## src/rtl/bus_arbiter.sv

```systemverilog
// Two-master round-robin arbiter for the shared serial system bus.
// Holds a grant until tx_done, request abort, or hold-counter timeout,
// then forces a one-cycle RELEASE gap before re-arbitrating.
module bus_arbiter #(
  parameter int unsigned TIMEOUT_CYCLES = 64
) (
  input  logic clk,
  input  logic reset,
  input  logic m1_request,
  input  logic m2_request,
  input  logic tx_done,
  output logic m1_grant,
  output logic m2_grant,
  output logic master_sel,
  output logic bus_busy,
  output logic timeout_err
);

  localparam int unsigned CW = (TIMEOUT_CYCLES > 1) ? $clog2(TIMEOUT_CYCLES) : 1;
  localparam logic [CW-1:0] CNT_LAST = CW'(TIMEOUT_CYCLES - 1);

  typedef enum logic [1:0] {
    S_IDLE,
    S_GRANT_M1,
    S_GRANT_M2,
    S_RELEASE
  } state_t;

  state_t        state_q, state_d;
  logic [CW-1:0] cnt_q, cnt_d;
  logic          last_owner_q, last_owner_d;  // 0 = master 1, 1 = master 2
  logic          m1_grant_q, m1_grant_d;
  logic          m2_grant_q, m2_grant_d;
  logic          master_sel_q, master_sel_d;
  logic          bus_busy_q, bus_busy_d;
  logic          timeout_err_q, timeout_err_d;

  // State and registered outputs; reset favours master 1 at the next contention
  always_ff @(posedge clk) begin
    if (reset) begin
      state_q       <= S_IDLE;
      cnt_q         <= '0;
      last_owner_q  <= 1'b1;
      m1_grant_q    <= 1'b0;
      m2_grant_q    <= 1'b0;
      master_sel_q  <= 1'b0;
      bus_busy_q    <= 1'b0;
      timeout_err_q <= 1'b0;
    end else begin
      state_q       <= state_d;
      cnt_q         <= cnt_d;
      last_owner_q  <= last_owner_d;
      m1_grant_q    <= m1_grant_d;
      m2_grant_q    <= m2_grant_d;
      master_sel_q  <= master_sel_d;
      bus_busy_q    <= bus_busy_d;
      timeout_err_q <= timeout_err_d;
    end
  end

  // Next-state, arbitration, hold counter and output computation
  always_comb begin
    state_d       = state_q;
    cnt_d         = cnt_q;
    last_owner_d  = last_owner_q;
    m1_grant_d    = m1_grant_q;
    m2_grant_d    = m2_grant_q;
    master_sel_d  = master_sel_q;
    timeout_err_d = 1'b0;

    case (state_q)
      S_IDLE, S_RELEASE: begin
        m1_grant_d = 1'b0;
        m2_grant_d = 1'b0;
        cnt_d      = '0;
        if (m1_request && (!m2_request || last_owner_q)) begin
          state_d      = S_GRANT_M1;
          m1_grant_d   = 1'b1;
          master_sel_d = 1'b0;
        end else if (m2_request) begin
          state_d      = S_GRANT_M2;
          m2_grant_d   = 1'b1;
          master_sel_d = 1'b1;
        end else begin
          state_d = S_IDLE;
        end
      end

      S_GRANT_M1: begin
        if (tx_done || !m1_request || (cnt_q == CNT_LAST)) begin
          state_d       = S_RELEASE;
          m1_grant_d    = 1'b0;
          cnt_d         = '0;
          last_owner_d  = 1'b0;
          // Completion and abort outrank the timeout
          timeout_err_d = !tx_done && m1_request;
        end else begin
          cnt_d = cnt_q + 1'b1;
        end
      end

      S_GRANT_M2: begin
        if (tx_done || !m2_request || (cnt_q == CNT_LAST)) begin
          state_d       = S_RELEASE;
          m2_grant_d    = 1'b0;
          cnt_d         = '0;
          last_owner_d  = 1'b1;
          timeout_err_d = !tx_done && m2_request;
        end else begin
          cnt_d = cnt_q + 1'b1;
        end
      end

      default: begin
        state_d    = S_IDLE;
        m1_grant_d = 1'b0;
        m2_grant_d = 1'b0;
        cnt_d      = '0;
      end
    endcase

    bus_busy_d = m1_grant_d | m2_grant_d;
  end

  assign m1_grant    = m1_grant_q;
  assign m2_grant    = m2_grant_q;
  assign master_sel  = master_sel_q;
  assign bus_busy    = bus_busy_q;
  assign timeout_err = timeout_err_q;

endmodule
```

## config.mk

```make
export PLATFORM = sky130hd
export DESIGN_NAME = bus_arbiter
export DESIGN_NICKNAME = d
export VERILOG_FILES = /design/src/rtl/bus_arbiter.sv
export SDC_FILE = /design/constraint.sdc
export NUM_CORES = 1
export LEC_CHECK = 0
export BUFFER_PORTS_ARGS = -buffer_cell sky130_fd_sc_hd__buf_2
export CAP_MARGIN = 0
export CORE_MARGIN = 2
export CORE_UTILIZATION = 34
export DETAILED_ROUTE_END_ITERATION = 8
export GPL_TIMING_DRIVEN = 0
export PLACE_DENSITY = 0.59
export SYNTH_ARGS = -nofsm -noshare
export SYNTH_HDL_FRONTEND = slang
export SYNTH_SLANG_ARGS = --single-unit
```

## constraint.sdc

```tcl
create_clock -name clk -period 1.87 [get_ports clk]
set_input_delay 0.0935 -clock clk [delete_from_list [all_inputs] [get_ports clk]]
set_output_delay 0.0935 -clock clk [all_outputs]
set_load 0.03 [all_outputs]
```

* Word-level counts from Yosys, hierarchy flattened
Cells that the tools add are included.
Storage, ports and cells: bits in registers 14
Cells by class: add/sub/neg operators 1, equal/unequal tests 6, muxes and demuxes 23, bitwise operators 1, reduce and logical (&&, ||, !) cells 18
Operators with widths (number):
- 6-bit case mux with 3 select lines | 1
- 6-bit two-way mux | 2
- 1-bit two-way mux | 11
- 2-bit two-way mux | 4
- 1-bit case mux with 2 select lines | 4
- 6-bit by 1-bit adder with 6-bit output (second input constant) | 1
- 6-bit equality test (second input constant) | 1
- 2-bit case mux with 3 select lines | 1
- 1-bit logical OR | 5
- 2-bit equality test (second input constant) | 2
- 2-bit != test (second input constant) | 2
- 2-bit AND reduction | 2
- 2-bit nonzero test | 2
- 1-bit logical AND | 3
- 1-bit zero test | 3
- 3-bit AND reduction | 1
- 2-bit by 1-bit equality test with 1-bit output (second input constant) | 1
- 2-bit zero test | 1
- 2-bit OR reduction | 1
- 1-bit bitwise OR | 1

* Logic depth before layout (Yosys ltp)
Gate-level depths: netlist (run 1).
depth after elaboration 6, depth in mapped cells 6, gate-level depth less buffers 6

* Worst setup path after synthesis (run 1)
OpenSTA, ideal clock, no wires.
path type register to register, start register state_q[0], end register cnt_q[2], setup time 0.064 ns, data arrival time 1.494 ns, path slack 0.312 ns, cell stages (with the launch flop) 6, path buffers 0, cells stage by stage dfxtp_1 > inv_1 > ha_1 > or4_4 > nand2b_4 > nor2_1
On the way: longest elaborated chain between the ends 3, elaborated cells between the ends (all ways) 6, those cells by class eq/ne: 3; mux: 1; reduce/logical: 2
RTL lines:
- from (decl) | RTL line 29 | state_t state_q, state_d;
- from (signal assigned) | RTL line 50 | state_q <= state_d;
- 2-bit equality test / 2-bit zero test (equally long branches) | RTL line 71 | case (state_q)
- 2-bit OR reduction | RTL line 71
- 6-bit case mux with 3 select lines * | RTL line 71
- to (signal assigned) | RTL line 51 | cnt_q <= cnt_d;
- to (decl) | RTL line 30 | logic [CW-1:0] cnt_q, cnt_d;
Every way passes the cells marked *; elsewhere a longest branch is shown, timed or not. A chain may end at the register's enable or synchronous reset.

* Worst setup path after layout (run 1)
start register state_q[0], end register cnt_q[0]
The elaborated chain is that of the path after synthesis.

==> results of run 1 <==
==> layer usage <==
| metal | GRT usage, % | share of wire, % | vias up |
|---|---|---|---|
| li1 | - | - | 275 |
| met1 | 19.17 | 51 | 242 |
| met2 | 17.84 | 40 | 15 |
| met3 | 3.774 | 5.0 | 5 |
| met4 | 10.00 | 3.1 | 0 |
| met5 | 0 | 0 | - |
==> cell usage in the layout, fill, tap and decap left out <==
cell type / Yosys / layout
clkbuf_4: 0 / 3
buf_2: 0 / 9
clkbuf_8: 0 / 1
a22oi_2: 1 / 1
xor2_1: 3 / 3
a211oi_1: 1 / 1
and2_1: 1 / 1
nor2b_1: 1 / 1
nand3_1: 6 / 6
xnor2_1: 1 / 1
nor2_1: 9 / 9
o21a_1: 1 / 1
dfxtp_1: 14 / 14
a211o_2: 1 / 1
or2b_1: 1 / 1
a21oi_1: 4 / 4
ha_1: 4 / 4
nand4_1: 2 / 2
a221o_1: 1 / 1
a32oi_1: 1 / 1
nand2b_4: 1 / 1
nand2_1: 9 / 9
or4_4: 1 / 1
a311oi_1: 1 / 1
a31oi_1: 1 / 1
and3_4: 1 / 1
a21boi_0: 1 / 1
inv_1: 3 / 3
==> worst paths after layout <==
check	startpoint	endpoint	slack, ns
setup / recovery	state_q[0]	cnt_q[0]	0.16
hold / removal	reset	m1_grant	0.07
setup reg to reg	state_q[0]	cnt_q[0]	0.16
hold reg to reg	master_sel	master_sel	0.46
==> cell type report <==
type / instances / area [µm²] / area share, %
Multi-Input combinational cell: 53 / 350.3 / 46.43
Sequential cell: 14 / 280.3 / 37.15
Timing Repair Buffer: 9 / 45.04 / 5.970
Clock buffer: 4 / 36.28 / 4.809
Tap cell: 25 / 31.28 / 4.146
Inverter: 3 / 11.26 / 1.493
==> logic make-up after synthesis <==
group	count (synthesis)	synth area share (%)
flops	14	43.66
compound gates	13	15.40
fa+ha+maj	4	7.798
simple gates	32	25.93
buf+inv	3	1.754
xor+xnor	4	5.459
==> state kept, by name (all words and copies together) (netlist names) <==
name	cells
cnt_q	6
state_q	2
bus_busy	1
last_owner_q	1
m1_grant	1
m2_grant	1
master_sel	1
timeout_err	1
==> power by group <==
part           leakage [nW]  switching (W)  internal [W]
sequential            0.114      0.0000249      0.000330
combinational         0.176       0.000125     0.0000793
clock                0.0210       0.000107      0.000119
total                 0.312       0.000256      0.000528
==> stage by stage <==
stage | std cells | worst slack, ns | util (%) | hold WS [ns] | total power (W)
6_report | 108 | 0.1644 | 43.23 | 0.07161 | 0.0007848
5_1_grt | 108 | 0.07526 | 43.23 | 0.07135 | 0.0008276
4_1_cts | 108 | 0.1621 | 43.23 | 0.06499 | 0.0007858
3_5_place_dp | 104 | 0.1818 | 41.15 | 0.3748 | 0.0005625
3_3_place_gp | 104 | 0.2285 | 41.15 | 0.3766 | 0.0005584
2_1_floorplan | 70 | 0.3118 | - | 0.1626 | 0.0005070
==> flow_summary.toml, run 1 <==
[outcome]
status = "finished, final reports clean"

[worst_setup_path]
worstRegToRegCells = 5
worst_path_max_delay_cell = "or4_4"
cp.arrival_ns = 1.93
required_ns = 2.10
crit_fanout = 6
endpoint_kind = "flip-flop"
startpoint_type = "flip-flop"
path_delay_family = "simple AND/OR/NAND/NOR gates"
critPathMaxStageDelay_ns = 0.55
crit_type = "flip-flop to flip-flop"
cp_num_buf_inv = 1
path_cells = "inv_1 -> ha_1 -> or4_4 -> nand2b_4 -> nor2_1"
crit_cells = 5

[yosys]
synth_edf_count = 0
synthArstFlopShare_pct = 0
ys_top_cells_by_count = "14 x dfxtp_1, 9 x nand2_1, 9 x nor2_1, 6 x nand3_1"
synth_area_per_cell_um2 = 9.170
synth_area_um2 = 641.9
ys.flop_type = "dfxtp_1"
yosysWarnings = 0
synth_most_common_cell = "dfxtp_1"
synth-seq-area-share_pct = 43.66
yosys_register_bits = 14
synth_area_leaders = "dfxtp_1 44%, ha_1 7.8%, nand2_1 5.3%, nor2_1 5.3%, nand3_1 4.7%"
yosysTopAreaCellShare_pct = 43.66
synth_top_area_cell = "dfxtp_1"
synth_fp_nets = 79
syn_inst = 70
synth.distinct_cells = 25

[timing]
rsz0062_at_grt = "false"
worst_pin_slew_ns = 0.2881
setup_tns_ns = 0
final.min_clock_period_ns = 1.706
max_freq_mhz = 586.3
relSlewSlack_pct = 80.80
period_share_pct = 91.21
skew_ns = 0.006468
slew_viol_final = 0
hold_viol_final = 0
setup_violations = 0

[clocking]
numCtsBuffers = 3
clk_pin_slew_ns = 0.09
cts.sinks = 14
cts_tree = "built"
clkLatencyLatePin_ns = 0.29
cts-root-buf = "clkbuf_4"
h-tree-depth = 1
cts_buffer_depth = 2
cts_resized = 0
postCtsSetupRepairBufs = 0
cts_hold_buf = 0

[cells_and_area]
n_antenna_cell = 0
final_cell_area_um2 = 754.5
drive_gt1_share_pct = 21.69
fillCellCount = 176
synthToLayoutAreaGrowth_pct = 17.54
nets = 93

[run]
cap_violations = 0

[grt]
gr-total-overflow = 0
antenna_found_initial = 0
grt_use_total_pct = 13.74
grt_pass1_vias = 467
grt_pass1_wl_um = 2056
grt_max_degree = 9

[die]
die_x_um = 47.45
coreArea_mm2 = 0.001745
row_count = 15
start_util_pct = 36.77
io_pins = 10
die_h_um = 47.45
dieArea_mm2 = 0.002252

[worst_hold_path]
hold_depth = 2
hold_path_class = "input port to flip-flop"

[pwr]
leakage_nw = 0.3116
power_density_mw_per_mm2 = 1040
ir_drop_mv = 0.4435

[route]
wl_um = 1279
vias_per_cell = 4.972
vias = 537
drt_iter0_markers = 7
drc = 0
wire_per_inst_um = 11.84
ant_nets = 0
drt_pass1_iterations = 5

[placement]
placed_area_um2 = 718.2
place_congestion = 0.7364
port_buffers = 9
Power figures use the tool's default switching activity.
==> inputs of run 2 (changes only) <==
- CTS_BUF_LIST: default -> sky130_fd_sc_hd__clkbuf_8
==> flow_summary.toml, run 2 (synthesis gave the netlist of run 1 again) <==
[outcome]
status = "finished, final reports clean"

[timing]
setup_tns_ns = 0
rsz0062_at_grt = "false"
hold_viol_final = 0
period_share_pct = 90.11
final.min_clock_period_ns = 1.685
skew_ns = 0.002208
setup_violations = 0
worst_pin_slew_ns = 0.2779
relSlewSlack_pct = 81.47
slew_viol_final = 0
max_freq_mhz = 593.4

[worst_setup_path]
required_ns = 2.05
crit_fanout = 6
startpoint_type = "flip-flop"
cp_num_buf_inv = 1
cp.arrival_ns = 1.87
crit_type = "flip-flop to flip-flop"
path_cells = "inv_1 -> ha_1 -> or4_4 -> nand2b_4 -> nor2_1"
critPathMaxStageDelay_ns = 0.55
startpoint = "state_q[0]"
r2r-start = "state_q[0]"
path_delay_family = "simple AND/OR/NAND/NOR gates"
worst_path_max_delay_cell = "or4_4"
endpoint_kind = "flip-flop"

[cells_and_area]
synthToLayoutAreaGrowth_pct = 20.47
n_antenna_cell = 0
top_regs = "cnt_q (6), state_q (2)"
final_cell_mix = "14 x dfxtp_1, 9 x nand2_1, 9 x nor2_1, 9 x buf_2, 6 x nand3_1"
final_cell_area_um2 = 773.2
mostFrequentLayoutCell = "dfxtp_1"
largest_register_ff_count = 6
fillCellCount = 177
drive_gt1_share_pct = 21.69
nets = 93
seqCellArea_um2 = 280.3
multi_input_area_um2 = 350.3
largest-register = "cnt_q"

[worst_hold_path]
hold_path_class = "input port to flip-flop"
worstHoldStart = "reset"

[die]
start_util_pct = 36.77
io_pins = 10
die_x_um = 47.45
die_h_um = 47.45
dieArea_mm2 = 0.002252
coreArea_mm2 = 0.001745
row_count = 15

[pwr]
p_clk_share_pct = 34.8
power.internal_w = 0.0005964
finalPower_w = 0.0008558
leakage_nw = 0.3193
p_sw_share_pct = 30.31
pwr-share-comb_pct = 23.6
power_frac_seq_pct = 41.6
p_sw_w = 0.0002594
power_density_mw_per_mm2 = 1107
ir_drop_mv = 0.5064

[clocking]
cts_buffer_depth = 2
cts.sinks = 14
h-tree-depth = 1
cts-root-buf = "clkbuf_8"
clk_pin_slew_ns = 0.06
clkLatencyLatePin_ns = 0.25
cts_hold_buf = 0
numCtsBuffers = 3
cts_resized = 0
cts_tree = "built"
postCtsSetupRepairBufs = 0

[run]
cap_violations = 0

[grt]
grt_pass1_wl_um = 2021
gr-total-overflow = 0
grt_use_total_pct = 13.20
grt_pass1_vias = 463
grt_max_degree = 9
antenna_found_initial = 0

[placement]
placed_area_um2 = 718.2
port_buffers = 9
place_congestion = 0.7364

[route]
vias = 548
wire_per_inst_um = 11.33
drt_iter0_markers = 14
wl_um = 1224
drc = 0
drt_pass1_iterations = 5
ant_nets = 0
vias_per_cell = 5.074
==> run 2: cell types whose count changed in the layout (fill, tap and decap cells not counted) <==
cell / change
clkbuf_8: +3
clkbuf_4: -3
==> run 2: metrics by stage <==
stage               util [%]  hold WS (ns)  std cells  worst slack (ns)
floorplan                  -        0.1626         70            0.3118
global placement       41.15        0.3766        104            0.2285
detailed placement     41.15        0.3748        104            0.1818
CTS                    44.30        0.1148        108            0.1703
global route           44.30        0.1277        108           0.08467
finish                 44.30        0.1213        108            0.1849
==> run 2: cell type report <==
| class | count | share of cell area, % |
|---|---|---|
| multi-input cells | 53 | 45.31 |
| flip-flops and latches | 14 | 36.25 |
| clock buffers | 4 | 7.120 |
| repair buffers | 9 | 5.825 |
| well taps | 25 | 4.045 |
| inverters | 3 | 1.456 |
==> run 2: path summary, 6_finish.rpt <==
check          endpoint  slack [ns]  depth (start not counted)
max            cnt_q[0]        0.18                          5
min            m1_grant        0.12                          2
max reg2reg    cnt_q[0]        0.18                          5
min reg2reg  master_sel        0.46                          2
==> run 2: layer usage <==
metal  up-vias  global-route usage, %  part of all wire, %
met3         4                  3.774                  6.5
met5         -                      0                    0
met2        22                  17.30                   41
met4         0                  8.333                  2.0
met1       246                  18.71                   51
li1        276                      -                    -
==> run 2: power groups by stage <==
stage	logic, W	registers, W	clock network, W
4_1_cts	0.000202	0.000355	0.000303
2_1_floorplan	0.000118	0.000389	0
3_5_place_dp	0.000201	0.000362	0
3_3_place_gp	0.000198	0.000360	0
6_report	0.000202	0.000356	0.000298
5_1_grt	0.000223	0.000361	0.000318
